--- config.mk ---
export PLATFORM = sky130hd
export DESIGN_NAME = mem_resp_stage
export DESIGN_NICKNAME = d
export VERILOG_FILES = /design/src/rtl/cpu_pkg.sv /design/src/rtl/ld_extract.sv /design/src/rtl/mem_resp_stage.sv
export SDC_FILE = /design/constraint.sdc
export NUM_CORES = 1
export LEC_CHECK = 0
export CAP_MARGIN = 20
export CORE_MARGIN = 2
export CORE_UTILIZATION = 40
export DETAILED_ROUTE_END_ITERATION = 12
export GPL_TIMING_DRIVEN = 0
export PLACE_DENSITY = 0.76
export RECOVER_POWER = 100
export SLEW_MARGIN = 20
export SYNTH_ARGS = -nofsm -noshare
export SYNTH_HDL_FRONTEND = slang
export SYNTH_SLANG_ARGS = --single-unit
--- constraint.sdc ---
create_clock -name clk -period 2.18 [get_ports clk]
set_input_delay 0.436 -clock clk [delete_from_list [all_inputs] [get_ports clk]]
set_output_delay 0.436 -clock clk [all_outputs]
set_load 0.05 [all_outputs]
--- src/rtl/cpu_pkg.sv ---
// rtl/cpu_pkg.sv - shared load-op encodings, bus field widths and DATA_W legality helper
package cpu_pkg;

    localparam int PC_W    = 32;
    localparam int DEST_W  = 5;
    localparam int LD_OP_W = 5;

    typedef enum logic [LD_OP_W-1:0] {
        LD_W  = 5'b00001,
        LD_B  = 5'b00010,
        LD_BU = 5'b00100,
        LD_H  = 5'b01000,
        LD_HU = 5'b10000
    } ld_op_e;

    localparam int LD_W_IDX  = 0;
    localparam int LD_B_IDX  = 1;
    localparam int LD_BU_IDX = 2;
    localparam int LD_H_IDX  = 3;
    localparam int LD_HU_IDX = 4;

    function automatic bit data_w_legal(input int w);
        return (w == 32) || (w == 64);
    endfunction

endpackage

--- src/rtl/ld_extract.sv ---
// rtl/ld_extract.sv - combinational load lane selection and sign/zero extension
module ld_extract
    import cpu_pkg::*;
#(
    parameter int DATA_W = 32
) (
    input  logic [DATA_W-1:0]            rdata,
    input  logic [$clog2(DATA_W/8)-1:0]  offset,
    input  logic [LD_OP_W-1:0]           ld_op,
    output logic [DATA_W-1:0]            result
);
    localparam int OFF_W = $clog2(DATA_W / 8);

    logic [OFF_W-1:0] off_h;
    logic [OFF_W-1:0] off_w;
    logic [7:0]       byte_v;
    logic [15:0]      half_v;
    logic [31:0]      word_v;

    // Halfword and word lanes are aligned: low offset bits are ignored.
    assign off_h  = offset & ~OFF_W'(1);
    assign off_w  = offset & ~OFF_W'(3);
    assign byte_v = rdata[{offset, 3'b000} +: 8];
    assign half_v = rdata[{off_h, 3'b000} +: 16];
    assign word_v = rdata[{off_w, 3'b000} +: 32];

    always_comb begin
        result = '0;
        if (ld_op[LD_W_IDX]) begin
            result = DATA_W'(signed'(word_v));
        end else if (ld_op[LD_B_IDX]) begin
            result = DATA_W'(signed'(byte_v));
        end else if (ld_op[LD_BU_IDX]) begin
            result = DATA_W'(byte_v);
        end else if (ld_op[LD_H_IDX]) begin
            result = DATA_W'(signed'(half_v));
        end else if (ld_op[LD_HU_IDX]) begin
            result = DATA_W'(half_v);
        end
    end

endmodule

--- src/rtl/mem_resp_stage.sv ---
// rtl/mem_resp_stage.sv - MEM pipeline stage: load response capture, cancellation and forwarding
module mem_resp_stage
    import cpu_pkg::*;
#(
    parameter int DATA_W = 32,
    parameter int CNT_W  = 2
) (
    input  logic                 clk,
    input  logic                 resetn,
    input  logic                 es_to_ms_valid,
    output logic                 ms_allow_in,
    input  logic [PC_W-1:0]      es_pc,
    input  logic                 es_gr_we,
    input  logic [DEST_W-1:0]    es_dest,
    input  logic                 es_res_from_mem,
    input  logic                 es_mem_req,
    input  logic [LD_OP_W-1:0]   es_ld_op,
    input  logic [DATA_W-1:0]    es_alu_result,
    input  logic                 data_sram_data_ok,
    input  logic [DATA_W-1:0]    data_sram_rdata,
    input  logic                 flush,
    output logic                 ms_to_ws_valid,
    input  logic                 ws_allow_in,
    output logic [PC_W-1:0]      ms_pc,
    output logic                 ms_gr_we,
    output logic [DEST_W-1:0]    ms_dest,
    output logic [DATA_W-1:0]    ms_final_result,
    output logic                 ms_fwd_we,
    output logic [DEST_W-1:0]    ms_fwd_dest,
    output logic [DATA_W-1:0]    ms_fwd_result,
    output logic                 ms_fwd_stall
);
    localparam int OFF_W   = $clog2(DATA_W / 8);
    localparam int CNT_MAX = (1 << CNT_W) - 1;

    if (!data_w_legal(DATA_W)) begin : g_bad_data_w
        $error("mem_resp_stage: DATA_W must be 32 or 64");
    end

    logic                ms_valid;
    logic                ms_res_from_mem;
    logic                ms_mem_req;
    logic [LD_OP_W-1:0]  ms_ld_op;
    logic [DATA_W-1:0]   ms_alu_result;
    logic                rbuf_valid;
    logic [DATA_W-1:0]   rbuf_data;
    logic [CNT_W-1:0]    cancel_cnt;

    logic                cancel_hit;
    logic                live_ok;
    logic                ms_ready_go;
    logic                transfer_in;
    logic                transfer_out;
    logic                held_pend;
    logic                ex_pend;
    logic                cnt_over;
    logic [CNT_W+1:0]    cnt_sum;
    logic [CNT_W-1:0]    cnt_next;
    logic [DATA_W-1:0]   ld_src;
    logic [DATA_W-1:0]   ld_data;

    // Responses owed to flushed instructions arrive first on the in-order bus.
    assign cancel_hit   = data_sram_data_ok && (cancel_cnt != '0);
    assign live_ok      = data_sram_data_ok && !cancel_hit && ms_valid && ms_mem_req && !rbuf_valid;
    assign ms_ready_go  = !ms_mem_req || live_ok || rbuf_valid;
    assign ms_allow_in  = !ms_valid || (ms_ready_go && ws_allow_in);
    assign transfer_in  = es_to_ms_valid && ms_allow_in && !flush;
    assign ms_to_ws_valid = ms_valid && ms_ready_go && !flush;
    assign transfer_out = ms_to_ws_valid && ws_allow_in;

    assign held_pend = flush && ms_valid && ms_mem_req && !rbuf_valid && !live_ok;
    assign ex_pend   = flush && es_to_ms_valid && es_mem_req;
    assign cnt_sum   = (CNT_W+2)'(cancel_cnt) + (CNT_W+2)'(held_pend) + (CNT_W+2)'(ex_pend)
                     - (CNT_W+2)'(cancel_hit);
    assign cnt_over  = cnt_sum > (CNT_W+2)'(CNT_MAX);
    assign cnt_next  = cnt_over ? CNT_W'(CNT_MAX) : cnt_sum[CNT_W-1:0];

    always_ff @(posedge clk or negedge resetn) begin
        if (!resetn) begin
            ms_valid        <= 1'b0;
            ms_pc           <= '0;
            ms_gr_we        <= 1'b0;
            ms_dest         <= '0;
            ms_res_from_mem <= 1'b0;
            ms_mem_req      <= 1'b0;
            ms_ld_op        <= '0;
            ms_alu_result   <= '0;
            rbuf_valid      <= 1'b0;
            rbuf_data       <= '0;
            cancel_cnt      <= '0;
        end else begin
            if (flush) begin
                ms_valid <= 1'b0;
            end else if (ms_allow_in) begin
                ms_valid <= transfer_in;
            end
            if (transfer_in) begin
                ms_pc           <= es_pc;
                ms_gr_we        <= es_gr_we;
                ms_dest         <= es_dest;
                ms_res_from_mem <= es_res_from_mem;
                ms_mem_req      <= es_mem_req;
                ms_ld_op        <= es_ld_op;
                ms_alu_result   <= es_alu_result;
            end
            if (flush || transfer_out) begin
                rbuf_valid <= 1'b0;
            end else if (live_ok && !ws_allow_in) begin
                rbuf_valid <= 1'b1;
                rbuf_data  <= data_sram_rdata;
            end
            cancel_cnt <= cnt_next;
        end
    end

    cnt_no_overflow: assert property (@(posedge clk) disable iff (!resetn) !cnt_over)
        else $fatal(1, "mem_resp_stage: cancel counter overflow");

    assign ld_src = rbuf_valid ? rbuf_data : data_sram_rdata;

    ld_extract #(.DATA_W(DATA_W)) u_ld_extract (
        .rdata  (ld_src),
        .offset (ms_alu_result[OFF_W-1:0]),
        .ld_op  (ms_ld_op),
        .result (ld_data)
    );

    assign ms_final_result = ms_res_from_mem ? ld_data : ms_alu_result;
    assign ms_fwd_we       = ms_valid && ms_gr_we;
    assign ms_fwd_dest     = ms_dest;
    assign ms_fwd_result   = ms_final_result;
    assign ms_fwd_stall    = ms_valid && ms_res_from_mem && !ms_ready_go;

endmodule

# After elaboration in Yosys (flattened, before gate mapping)
# Index checks and enable logic that the tools add are counted.
# Widths: inputs -> output; s select.
[word_totals]
ff_bits = 113
inputBits = 115
output_inout_bits = 111
wordCells = 67
[classes]
n_addsub = 3
n_lt_le_gt_ge = 1
n_shift = 2
muxes = 12
bitwise_logic = 1
reduce_logical = 37
[op_table]
columns = ["cell", "n"]
rows = [
  ["$mux 32", 6],
  ["$shiftx 32x6->16", 1],
  ["$shiftx 32x6->8", 1],
  ["$logic_and 1x1->1", 21],
  ["$mux 16", 1],
  ["$logic_not 1->1", 8],
  ["$reduce_bool 2->1", 3],
  ["$add 3x1->4", 1],
  ["$gt 4x2->1 const B", 1],
  ["$logic_or 1x1->1", 4],
  ["$mux 1", 4],
  ["$sub 4x1->4", 1],
  ["$add 2x1->3", 1],
  ["$mux 2", 1],
  ["$reduce_and 2->1", 1],
  ["$not 1->1", 1],
]

# Longest topological paths before layout
[logic_depth]
ltp_word = 15
mapped_depth = 11
mapped_depth_nobuf = 10

# Hierarchy
# From an unflattened synthesis, not the netlist that was laid out.
[unflattened]
cells_unflattened = 488
hier_area_um2 = 6157.2
[modules_own_cells]
columns = ["module", "n_inst", "cells_per_inst", "area_each_um2"]
rows = [
  ["mem_resp_stage", 1, 381, 5451.5],
  ["ld_extract", 1, 107, 705.7],
]

# Worst setup path before layout
# OpenSTA, ideal clock, no wires.
[synth_timing]
path_kind = "register to output"
start = "register ms_alu_result[1]"
end = "output ms_fwd_result[17]"
arrival_ns = 2.903
slack_ns = -1.159
stages_incl_launch_ff = 7
path_buffers = 2
cell_sequence = "dfrtp_1 -> buf_2 -> mux2i_1 -> a221oi_1 -> o22ai_2 -> a311oi_1 -> buf_4"
[synth_via]
elab_chain_len = 6
elab_cells_between_ends = 7
[synth_rtl]
columns = ["element", "line", "text"]
rows = [
  ["start, declared", "mem_resp_stage.sv:44", "logic [DATA_W-1:0] ms_alu_result;"],
  ["start signal, assigned", "mem_resp_stage.sv:104", "ms_alu_result <= es_alu_result;"],
  ["$shiftx 32x6->16", "ld_extract.sv:24", "assign half_v = rdata[{off_h, 3'b000} +: 16];"],
  ["$mux 32", "ld_extract.sv:35", "end else if (ld_op[LD_H_IDX]) begin"],
  ["$mux 32", "ld_extract.sv:33", "end else if (ld_op[LD_BU_IDX]) begin"],
  ["$mux 32 (*)", "ld_extract.sv:31", "end else if (ld_op[LD_B_IDX]) begin"],
  ["$mux 32 (*)", "ld_extract.sv:29", "if (ld_op[LD_W_IDX]) begin"],
  ["$mux 32 (*)", "mem_resp_stage.sv:128", "assign ms_final_result = ms_res_from_mem ? ld_data : ms_alu_result;"],
  ["end, declared", "mem_resp_stage.sv:30", "output logic [DATA_W-1:0] ms_fwd_result,"],
]
# Every way passes the cells marked *; elsewhere a longest branch is shown, timed or not.

# Worst setup path after layout
[layout_timing]
start = "input data_sram_rdata[7]"
end = "output ms_fwd_result[25]"
[layout_via]
elab_chain_len = 5
[layout_rtl]
columns = ["element", "line", "text"]
rows = [
  ["start, declared", "mem_resp_stage.sv:20", "input logic [DATA_W-1:0] data_sram_rdata,"],
  ["$mux 32", "mem_resp_stage.sv:119", "assign ld_src = rbuf_valid ? rbuf_data : data_sram_rdata;"],
  ["$shiftx 32x6->8", "ld_extract.sv:23", "assign byte_v = rdata[{offset, 3'b000} +: 8];"],
  ["$mux 32", "ld_extract.sv:31", ""],
  ["$mux 32", "ld_extract.sv:29", ""],
  ["$mux 32", "mem_resp_stage.sv:128", ""],
]
# No other way between the ends.

==> metrics.cfg <==
[worst_setup_path]
crit_fanout=5
worst-r2r-setup-slack_ns=-0.41
cp-start-kind=input port
cp.required_ns=1.74
crit_start=data_sram_rdata[7]
r2r_start=rbuf_valid
arrival_ns=2.50
reg2reg_depth=13
criticalPathCategory=in2out
end_kind=output pin
r2r-end=cancel_cnt[0]

[cts]
htree_levels=4
path_clk_slew_ns=0.05
cts_root_buffer=clkbuf_16
clk-insertion-delay-late_ns=0.41
cts.sinks=113
cts_hold_buffers=0
cts_max_path_buffers=2
cts_buffers=17
cts_tree=yes

[pwr]
p_seq_share_pct=22.8
p_int_mw=6.98
power_switching_mw=4.99
leakage_nw=4.46
p_clk_share_pct=21.2
p_sw_share_pct=41.7
p_comb_share_pct=56.0
total_power_mw=12.0
power.density_mw_per_mm2=1160
ir_drop_mv=0.903

[global_routing]
grt_max_degree=66
first_global_vias=5385
overflow=0
grt_use_total_pct=23.3
grt_pass1_wl_um=29000
antenna_found_initial=0

[finish]
fillCellCount=1097
area_delta_synth_final_pct=69.1
final_area_mm2=0.0104
drive_gt1_share_pct=54.4
final_net_count=864
post-route-util_pct=68.6
num_antenna_cells=0

[route]
drt_iter0_drc=246
wl_met1_um=7730
dr_total_vias=4928
drc=0
route.met2.wl_um=9500
viasPerCell=5.21
routed.top_layer=met4
wl_met3_um=1300
wl_per_cell_um=19.9
dr.pass1.iters=4
wl_um=18800
ant_nets=0

[timing]
max-slew-margin-rel_pct=-11.9
fmax_mhz=340
clock_skew_ns=0.00913
fin_crit_ns=2.94
setup_ws_ns=-0.761
hold_viol=0
fin_crit_sh_pct=135
rsz0062_at_grt=true
setup_viol=116
fin_tns_setup_ns=-45.66
final-max-slew-violation-count=66
worst_pin_slew_ns=1.68

[yosys]
ys_top_cells_by_area=dfrtp_1, mux2_2, mux2_4
avgSynthCellArea_um2=12.8
synth_edf_count=0
synth_commonest_cells=dfrtp_1, mux2_2, buf_4
synth_flop_cell=dfrtp_1
yosys_warnings=0
synthesis.area_mm2=0.00612
yosysSeqAreaShare_pct=46.2
synth_top_cell_area_share_pct=46.2
yosysMostFrequentCell=dfrtp_1
yosysUniqueCellTypes=44
syn_nets=598
yosys.area.top_type=dfrtp_1
synth_seq_cells=113
synthCells=479
async_flop_share_pct=100

[floorplanning]
die_height_um=128
fp.coreArea_mm2=0.0151
dieArea_mm2=0.0163
die_x_um=128
ios=226
rows=45
initial_core_util_pct=40.6

[placed_design]
placed_cell_area_mm2=0.00915
io_buffer_count=225
gp_congestion=0.840
place_ws_ns=-1.41
dpl.hpwl_um=13600

[hold_path]
hp-class=in2async

[flow_run]
maxCapViolCount=1

[run_status]
status=complete, but fails checks
violations=max-capacitance violations, max-slew violations, negative setup slack

## through the flow
| step | cells | hold WS [ns] |
|---|---|---|
| 6_report | 946 | 0.443 |
| 5_1_grt | 946 | 0.518 |
| 4_1_cts | 938 | 0.0444 |
| 3_5_place_dp | 893 | 0.483 |
| 3_3_place_gp | 892 | 0.483 |
| 2_1_floorplan | 479 | 0.140 |
## worst max-delay path by stage
| stage | slack [ns] | depth (start not counted) | end |
|---|---|---|---|
| 3_5_place_dp | -1.41 | 8 | ms_fwd_result[21] |
| 5_1_grt | -0.81 | 9 | ms_fwd_result[25] |
| 3_3_place_gp | -3.79 | 1 | ms_pc[19] |
| 2_1_floorplan | -0.34 | 6 | ms_fwd_result[17] |
| 6_report | -0.76 | 9 | ms_fwd_result[25] |
| 4_1_cts | -0.76 | 9 | ms_fwd_result[25] |
## metal layers
| layer | GRT usage (%) | vias to the layer above |
|---|---|---|
| li1 | - | 2228 |
| met5 | 0 | - |
| met4 | 7.18 | 0 |
| met1 | 29.4 | 2471 |
| met2 | 39.6 | 205 |
| met3 | 6.09 | 24 |
## power groups by stage
stage	clock, mW	combinational, mW	sequential, mW
final	2.54	6.71	2.72
after global routing	2.71	6.96	2.77
after CTS	2.58	6.38	2.72
after detailed placement	0	5.82	2.74
after global placement	0	5.75	2.72
after floorplan	0	3.60	3.17
## cell usage in the layout, fill, tap and decap left out, types with 2 or more instances in the layout
cell type,n
a21oi_1,2
a21oi_2,2
a21oi_4,11
a22oi_2,6
buf_12,9
buf_16,2
buf_2,7
buf_4,21
buf_6,72
buf_8,34
clkbuf_1,4
clkbuf_16,17
clkbuf_2,7
clkbuf_8,5
clkdlybuf4s50_1,155
clkinv_2,6
clkinvlp_4,4
dfrtp_1,110
dfrtp_2,3
fa_2,2
inv_1,11
mux2_2,110
mux2_4,30
mux2i_2,2
mux4_2,9
nand2_1,19
nand2b_1,2
nand2b_4,3
nand3_1,2
nor2_1,5
nor2_4,16
o21a_1,3
o21bai_4,6
o22ai_1,23
o22ai_2,6
o22ai_4,2
## logic make-up (layout without fill, tap and decap cells)
family	after synthesis	in the layout	synth area share, %
DFF	113	113	46.2
AOI/OAI and AO/OA	71	71	7.79
buffers and inverters	79	358	8.83
muxes	152	152	31.4
and+or+nand+nor	59	59	4.60
adders and majority gates	4	4	1.06
xor gates and xnor gates	1	1	0.143
## timing repair
item / 4_1_cts / 5_1_grt
gates cloned: 1 / 0
setup endpoints to repair: 93 / 70
pin swaps: 15 / 12
gates resized for setup: 502 / 65
setup buffers: 12 / 9
## critical path, stage by stage
cell and delay [ns]:
clkdlybuf4s50_1 0.49, mux4_2 0.52, a31o_1 0.25, o22ai_4 0.18, buf_12 0.17, buf_16 0.14
nor2_4 0.05, buf_6 0.12, buf_6 0.14
## cell type report
cell class / instances / area, um2 / area share, %
buffer: 67 / 674 / 6.51
clock buffer: 22 / 484 / 4.68
clock inverter: 10 / 60.1 / 0.580
inverter: 12 / 45.0 / 0.435
multi-input combinational: 287 / 3310 / 32.0
sequential: 113 / 2830 / 27.3
tap: 188 / 235 / 2.27
timing repair buffer: 247 / 2710 / 26.2
## sequential cells by signal, indices dropped and copies added, names as in the netlist
name and count:
ms_valid 1, rbuf_data 32, ms_gr_we 1, ms_pc 32, ms_res_from_mem 1, ms_mem_req 1
rbuf_valid 1, ms_ld_op 5, ms_dest 5, cancel_cnt 2, ms_alu_result 32
Power figures use the tool's default switching activity.
